--- config.mk ---
export PLATFORM = sky130hd
export DESIGN_NAME = multi_colour_detect
export DESIGN_NICKNAME = d
export VERILOG_FILES = /design/src/rtl/multi_colour_detect.sv
export SDC_FILE = /design/constraint.sdc
export NUM_CORES = 1
export LEC_CHECK = 0
export CAP_MARGIN = 20
export CORE_MARGIN = 3
export CORE_UTILIZATION = 45
export DETAILED_ROUTE_END_ITERATION = 16
export DONT_BUFFER_PORTS = 1
export GPL_ROUTABILITY_DRIVEN = 0
export MAX_ROUTING_LAYER = met4
export SLEW_MARGIN = 5
export SYNTH_ARGS = -nofsm -noshare
export SYNTH_HDL_FRONTEND = slang
export SYNTH_SLANG_ARGS = --single-unit
--- constraint.sdc ---
create_clock -name clk -period 7.9 [get_ports clk]
set_input_delay 1.58 -clock clk [delete_from_list [all_inputs] [get_ports clk]]
set_output_delay 1.58 -clock clk [all_outputs]
set_load 0.05 [all_outputs]
--- src/rtl/multi_colour_detect.sv ---
// multi_colour_detect: per-frame RGB box match counters with end-of-frame latch and short-frame detection.
// Optional left/centre/right split per channel when MULTI_COLOUR_REGION_SPLIT_EN is defined.
module multi_colour_detect #(
    parameter int IMG_W      = 320,
    parameter int IMG_H      = 240,
    parameter int NUM_CH     = 3,
    parameter int PIX_W      = 4,
    parameter int SCREEN_PCT = 80,
    localparam int TOTAL     = IMG_W * IMG_H,
    localparam int CW        = $clog2(TOTAL + 1)
) (
    input  logic                      clk,
    input  logic                      reset,
    input  logic                      pix_valid,
    input  logic [3*PIX_W-1:0]        pix_data,
    input  logic                      sop,
    input  logic [NUM_CH*3*PIX_W-1:0] ch_lo,
    input  logic [NUM_CH*3*PIX_W-1:0] ch_hi,
    output logic [NUM_CH*CW-1:0]      count_out,
    output logic [NUM_CH-1:0]         flag,
    output logic                      frame_done,
    output logic                      frame_err
`ifdef MULTI_COLOUR_REGION_SPLIT_EN
    ,
    output logic [NUM_CH*3*CW-1:0]    region_out
`endif
);

    localparam logic [CW-1:0] LAST_IDX = CW'(TOTAL - 1);
    localparam logic [CW-1:0] THRESH   = CW'((TOTAL * SCREEN_PCT) / 100);

    typedef enum logic {IDLE, ACTIVE} state_t;

    state_t            state;
    state_t            state_next;
    logic [CW-1:0]     pix_cnt;
    logic [CW-1:0]     idx;
    logic [NUM_CH-1:0] hit;
    logic              accept;
    logic              start;
    logic              last;
    logic              early;
    logic [CW-1:0]     cnt     [NUM_CH];
    logic [CW-1:0]     cnt_new [NUM_CH];

    // Valid-only stream: a pixel transfers on every edge with pix_valid=1; there is no back-pressure.
    always_comb begin
        hit = '1;
        for (int c = 0; c < NUM_CH; c++) begin
            for (int k = 0; k < 3; k++) begin
                if (pix_data[k*PIX_W +: PIX_W] < ch_lo[(c*3+k)*PIX_W +: PIX_W] ||
                    pix_data[k*PIX_W +: PIX_W] > ch_hi[(c*3+k)*PIX_W +: PIX_W])
                    hit[c] = 1'b0;
            end
        end
    end

    // A sop pixel always restarts the frame at index 0, whichever state we are in.
    assign start  = pix_valid && sop;
    assign accept = pix_valid && (sop || state == ACTIVE);
    assign idx    = start ? '0 : pix_cnt;
    assign last   = accept && (idx == LAST_IDX);
    assign early  = start && (state == ACTIVE);

    always_ff @(posedge clk) begin
        if (reset) state <= IDLE;
        else       state <= state_next;
    end

    always_comb begin
        state_next = state;
        if (accept)
            state_next = last ? IDLE : ACTIVE;
    end

    always_comb begin
        for (int c = 0; c < NUM_CH; c++)
            cnt_new[c] = (start ? '0 : cnt[c]) + CW'(hit[c]);
    end

    always_ff @(posedge clk) begin
        if (reset) begin
            pix_cnt    <= '0;
            count_out  <= '0;
            flag       <= '0;
            frame_done <= 1'b0;
            frame_err  <= 1'b0;
            for (int c = 0; c < NUM_CH; c++)
                cnt[c] <= '0;
        end else begin
            frame_done <= last;
            frame_err  <= early;
            if (accept) begin
                if (last) begin
                    pix_cnt <= '0;
                    for (int c = 0; c < NUM_CH; c++) begin
                        cnt[c]                 <= '0;
                        count_out[c*CW +: CW]  <= cnt_new[c];
                        flag[c]                <= (cnt_new[c] > THRESH);
                    end
                end else begin
                    pix_cnt <= idx + CW'(1);
                    for (int c = 0; c < NUM_CH; c++)
                        cnt[c] <= cnt_new[c];
                end
            end
        end
    end

`ifdef MULTI_COLOUR_REGION_SPLIT_EN
    localparam int XW = (IMG_W > 1) ? $clog2(IMG_W) : 1;
    localparam logic [XW-1:0] X_MAX = XW'(IMG_W - 1);
    localparam logic [XW-1:0] L_END = XW'(IMG_W / 3);
    localparam logic [XW-1:0] C_END = XW'((2 * IMG_W) / 3);

    logic [XW-1:0] x;
    logic [XW-1:0] x_cur;
    logic [XW-1:0] x_next;
    logic [1:0]    rsel;
    logic [CW-1:0] reg_cnt [NUM_CH][3];
    logic [CW-1:0] reg_new [NUM_CH][3];

    assign x_cur  = start ? '0 : x;
    assign x_next = (x_cur == X_MAX) ? '0 : x_cur + XW'(1);

    // rsel: 0 = left, 1 = centre, 2 = right column band
    always_comb begin
        if (x_cur < L_END)      rsel = 2'd0;
        else if (x_cur < C_END) rsel = 2'd1;
        else                    rsel = 2'd2;
    end

    always_comb begin
        for (int c = 0; c < NUM_CH; c++) begin
            for (int r = 0; r < 3; r++)
                reg_new[c][r] = (start ? '0 : reg_cnt[c][r]) + CW'(hit[c] && (rsel == 2'(r)));
        end
    end

    always_ff @(posedge clk) begin
        if (reset) begin
            x          <= '0;
            region_out <= '0;
            for (int c = 0; c < NUM_CH; c++)
                for (int r = 0; r < 3; r++)
                    reg_cnt[c][r] <= '0;
        end else if (accept) begin
            if (last) begin
                x <= '0;
                for (int c = 0; c < NUM_CH; c++) begin
                    for (int r = 0; r < 3; r++) begin
                        reg_cnt[c][r]                  <= '0;
                        region_out[(c*3+r)*CW +: CW]   <= reg_new[c][r];
                    end
                end
            end else begin
                x <= x_next;
                for (int c = 0; c < NUM_CH; c++)
                    for (int r = 0; r < 3; r++)
                        reg_cnt[c][r] <= reg_new[c][r];
            end
        end
    end
`endif

endmodule
# == After elaboration in Yosys (flattened, before gate mapping) ==
# Memories as Yosys holds them, arrays and structs flattened.
# Index checks and enable logic that the tools add are counted.
# classes
n_addsub,4
muxes,30
n_bitwise,6
n_lt_le_gt_ge,21
reduce_logical,15
eq_ne,1
# ops
op,n
17-bit 2-to-1 mux,11
17-bit by 1-bit adder with 17-bit output,3
"17-bit by 16-bit greater-than comparator with 1-bit output, second input constant",3
4-bit greater-than comparator,9
4-bit less-than comparator,9
1-bit 2-to-1 mux,19
"17-bit by 1-bit adder with 17-bit output, second input constant",1
"17-bit equality test, second input constant",1
1-bit logical OR,10
1-bit bitwise OR,6
1-bit logical AND,4
2-bit AND reduction,1
# totals
wordCells,84
in_bits,88
ff_bits,74
output_inout_bits,56
memories,1
mem_bits_rw,51
# memory_table
memory,words,word_bits,rd,rd_ports_with_merged_regs,wr,line_no,text
cnt,3,17,3,0,3,43,logic [CW-1:0] cnt [NUM_CH];

# == Depth between registers and ports, before layout ==
# depth
ltp_word,10
ltp_mapped,17
depth_no_buf,16

# == Worst setup path before layout ==
# OpenSTA, ideal clock, no wires.
# synth_timing
path_kind,input port to flip-flop
startpoint,input ch_hi[25]
endpoint,register flag[2]
required_time_ps,7804
setup_time_ps,96
path_slack_ps,3298
arrival_ps,4506
cell_stages,17
n_path_buf,1
cell_sequence,inv_1 -> ha_1 -> nor2b_1 -> o21a_1 -> o21a_1 -> o21ai_0 -> o2111ai_1 -> nor3_1 -> ha_1 -> ha_1 -> buf_2 -> nand4_1 -> or3_4 -> or4_4 -> a21oi_2 -> a31oi_1 -> o41ai_2
# synth_via
elab_chain_len,7
# synth_rtl
element,line_no,text
"start, declared",18,"input logic [NUM_CH*3*PIX_W-1:0] ch_hi,"
4-bit greater-than comparator,52,pix_data[k*PIX_W +: PIX_W] > ch_hi[(c*3+k)*PIX_W +: PIX_W])
1-bit logical OR,51,if (pix_data[k*PIX_W +: PIX_W] < ch_lo[(c*3+k)*PIX_W +: PIX_W] ||
1-bit 2-to-1 mux (3 in a row),51,
17-bit by 1-bit adder with 17-bit output,78,cnt_new[c] = (start ? '0 : cnt[c]) + CW'(hit[c]);
17-bit by 16-bit greater-than comparator with 1-bit output,99,flag[c] <= (cnt_new[c] > THRESH);
"end signal, assigned by index",99,
"end, declared",20,"output logic [NUM_CH-1:0] flag,"
# No other way between the ends.
# A chain may end at the register's enable or synchronous reset.

# == Worst setup path in the final report ==
# layout_timing
startpoint,input ch_hi[1]
endpoint,register flag[0]
# The elaborated chain is that of the path after synthesis.

==> impl_results.md <==
* Die Span Y at roughly 140 um
* Yosys reg bits at about 130
* Cell Area, Synth at ~0.0080 mm2
* Post-CTS Setup Inserts at 0
* Row Count at 48
* Drc violations at 0
* Peak VDD IR at roughly 0.00016 V
* MaxCap Viol Count at 0
* Port-buffer cells at 0
* Outcome: completed
* RSZ-0062 raised after global routing: no
* Fill cells at 1655
* Final worst slack at 2.85 ns
* Pre-Repair DR Iteration Count at 5
* Resize count post-CTS at 0
* Leakage at 0.00330 uW
* Yosys top cell by area: edfxtp_1
* CTS tree: built
* Post-synthesis sequential area ratio at 37.6%
* Routed WL at 20600 um
* CTS Buf Count at 17
* Congestion Overflow GR at 0
* Final setup TNS at 0 ns
* FF+latch area at 0.00301 mm2
* Boundary Pins at 144
* DP Worst Slack at 2.47 ns
* Core ar. at 0.0174 mm2
* Avg WL per Cell at 17.9 um
* Period utilization at a little under two thirds
* EDFF count, synth at 51
* Clk_lat worst skew at 0.42 ns
* Overall Global Routing Usage at 21.6%
* Final Hold Viols at 0
* Critical path fanouts, max at 11
* Max Clock Skew at ~0.012 ns
* Antenna diode count at 0
* First DRT Iteration DRCs at 591
* Most area-consuming cells after synthesis: edfxtp_1, dfxtp_1, ha_1
* Die ar. at 0.0194 mm2
* Power, Total at 1690 uW
* Vias per cell at around 5.8
* First-pass GRT wire length at 33200 um
* Avg Cell Area, Syn at 8.52 um2
* Pins Over Slew Limit at 0
* Via total after detailed routing at 6697
* Largest net degree at the start of global routing at 59
* Clk buf depth at 2
* Die Width at 139 um
* CP startpoint kind: input pin
* Clk pin slew, worst setup/hold paths at 0.06 ns
* Final ANT Viol Nets at 0
* Tmin final at ~5.1 ns
* Initial Utilization at 46.2%
* Final core area utilization at 50.5%
* Synth Flop Type: dfxtp_1
* Initial antenna violation count at 0
* Async set-reset flop share out of synthesis at 0%
* Area fraction of the dominant cell type after synthesis at 19.1%
* Type of the most critical hold path: reg -> reg
* CTS root buffer: clkbuf_16
* # setup viols final at 0
* Crit path DAT at 5.35 ns
* Slew headroom at 32.1%
* Share of cells above drive strength 1 at just under 6%
* Setup crit end kind: flop
* Post-DP HPWL at 14500 um
* Synth cell types at 67
* Nets at 1074
* Crit path kind: in -> reg
* Critical Path RT at 8.19 ns
* Clock sink count at 125
* Layout area overhead at 9.37%
* Pwr Density at slightly below 200 mW/mm2
* Hold slack at between 0.4 and 0.5 ns
* CTS Hold Buffers Added at 0
* Least-Margin Pin Slew at 1.02 ns
* Multi-input gate area at 0.00453 mm2
* Fmax achieved at roughly 0.2 GHz
* Count of warnings emitted by yosys at 0
* Syn_nets at 1098
* Synth Instances at 940
* Vias in the first global route at 6308
* H-tree levels at 4
## worst paths after layout
check	from	to	slack (ns)	cells past startpoint
setup / recovery	ch_hi[1]	flag[0]	2.85	16
hold / removal	pix_cnt[16]	pix_cnt[16]	0.49	1
setup reg to reg	pix_cnt[0]	count_out[22]	4.75	9
hold reg to reg	pix_cnt[16]	pix_cnt[16]	0.49	1
## routing by layer
layer  track usage, %  part of all wire [%]  wire length [um]
met1             28.8                    46              9540
met2             32.9                    46              9440
met3             5.12                   6.1              1250
met5                -                     0                 0
met4             6.59                   2.0               414
## stage by stage
stage,std cells,area (um2)
floorplan,940,8010
global placement,1121,8130
detailed placement,1121,8130
CTS,1153,8750
global route,1154,8760
finish,1154,8760
## report_power, final
group          leakage [uW]  internal (uW)  switching (uW)  total [uW]
registers           0.00114            692            24.1         716
clock network      0.000301            529             293         822
logic               0.00185           62.6            88.1         151
## cells in the mapped netlist (13+ instances only)
| cell type | number |
|---|---|
| a21boi_0 | 17 |
| a21oi_1 | 64 |
| and2_1 | 25 |
| and3_1 | 13 |
| buf_2 | 18 |
| clkbuf_1 | 28 |
| dfxtp_1 | 74 |
| edfxtp_1 | 51 |
| ha_1 | 70 |
| inv_1 | 68 |
| nand2_1 | 80 |
| nand3_1 | 34 |
| nand4_1 | 29 |
| nor2_1 | 79 |
| nor3_1 | 43 |
| nor4_1 | 17 |
| o21a_1 | 21 |
| o21ai_0 | 44 |
| xnor2_1 | 24 |
| xor2_1 | 14 |
## final cells by class
type	instances	share of cell area (%)
clock buffer	21	5.50
clock inverter	11	1.57
inverter	68	2.91
multi-input combinational	696	51.7
sequential	125	34.4
tap	225	3.21
timing repair buffer	8	0.728
## flip-flops by register name, indices dropped and copies added (netlist names)
name,flops
cnt,51
count_out,51
flag,3
frame_done,1
frame_err,1
pix_cnt,17
state,1
## kinds of logic (layout without fill, tap and decap cells)
family          Yosys count  after routing  share of synthesized area (%)
mux                       7              7                          0.906
xor+xnor                 38             38                           4.15
simple gates            374            374                           23.8
compound gates          207            207                           16.5
flops                   125            125                           37.6
buf+inv                 119            108                           6.04
fa+ha+maj                70             70                           10.9
## critical path, stage by stage
cell	delay (ns)
inv_1	0.02
ha_1	0.29
nor2b_1	0.14
o21a_1	0.16
o21a_1	0.15
o21ai_0	0.34
o2111ai_1	0.20
nor3_1	0.19
ha_1	0.24
ha_1	0.23
and3_1	0.41
nand3_1	0.18
o311ai_0	0.47
o2111ai_1	0.21
o311ai_1	0.39
a311oi_1	0.14
## placed cells by master, fill, tap and decap left out, types with 4 or more instances in the layout
cell and instances:
a211oi_1 7, a21boi_0 17, a21oi_1 64, a32o_1 6, and2_1 24, and3_1 13
and4_1 9, buf_4 7, clkbuf_16 18, dfxtp_1 74, edfxtp_1 51, ha_1 70
inv_1 67, mux2i_1 5, nand2_1 80, nand2b_1 6, nand3_1 33, nand3b_1 4
nand4_1 29, nor2_1 79, nor2b_1 11, nor3_1 42, nor4_1 17, o2111ai_1 6
o21a_1 21, o21ai_0 44, o21ai_1 6, o31ai_1 7, or2_1 4, xnor2_1 24
xor2_1 14
Power figures use the tool's default switching activity.
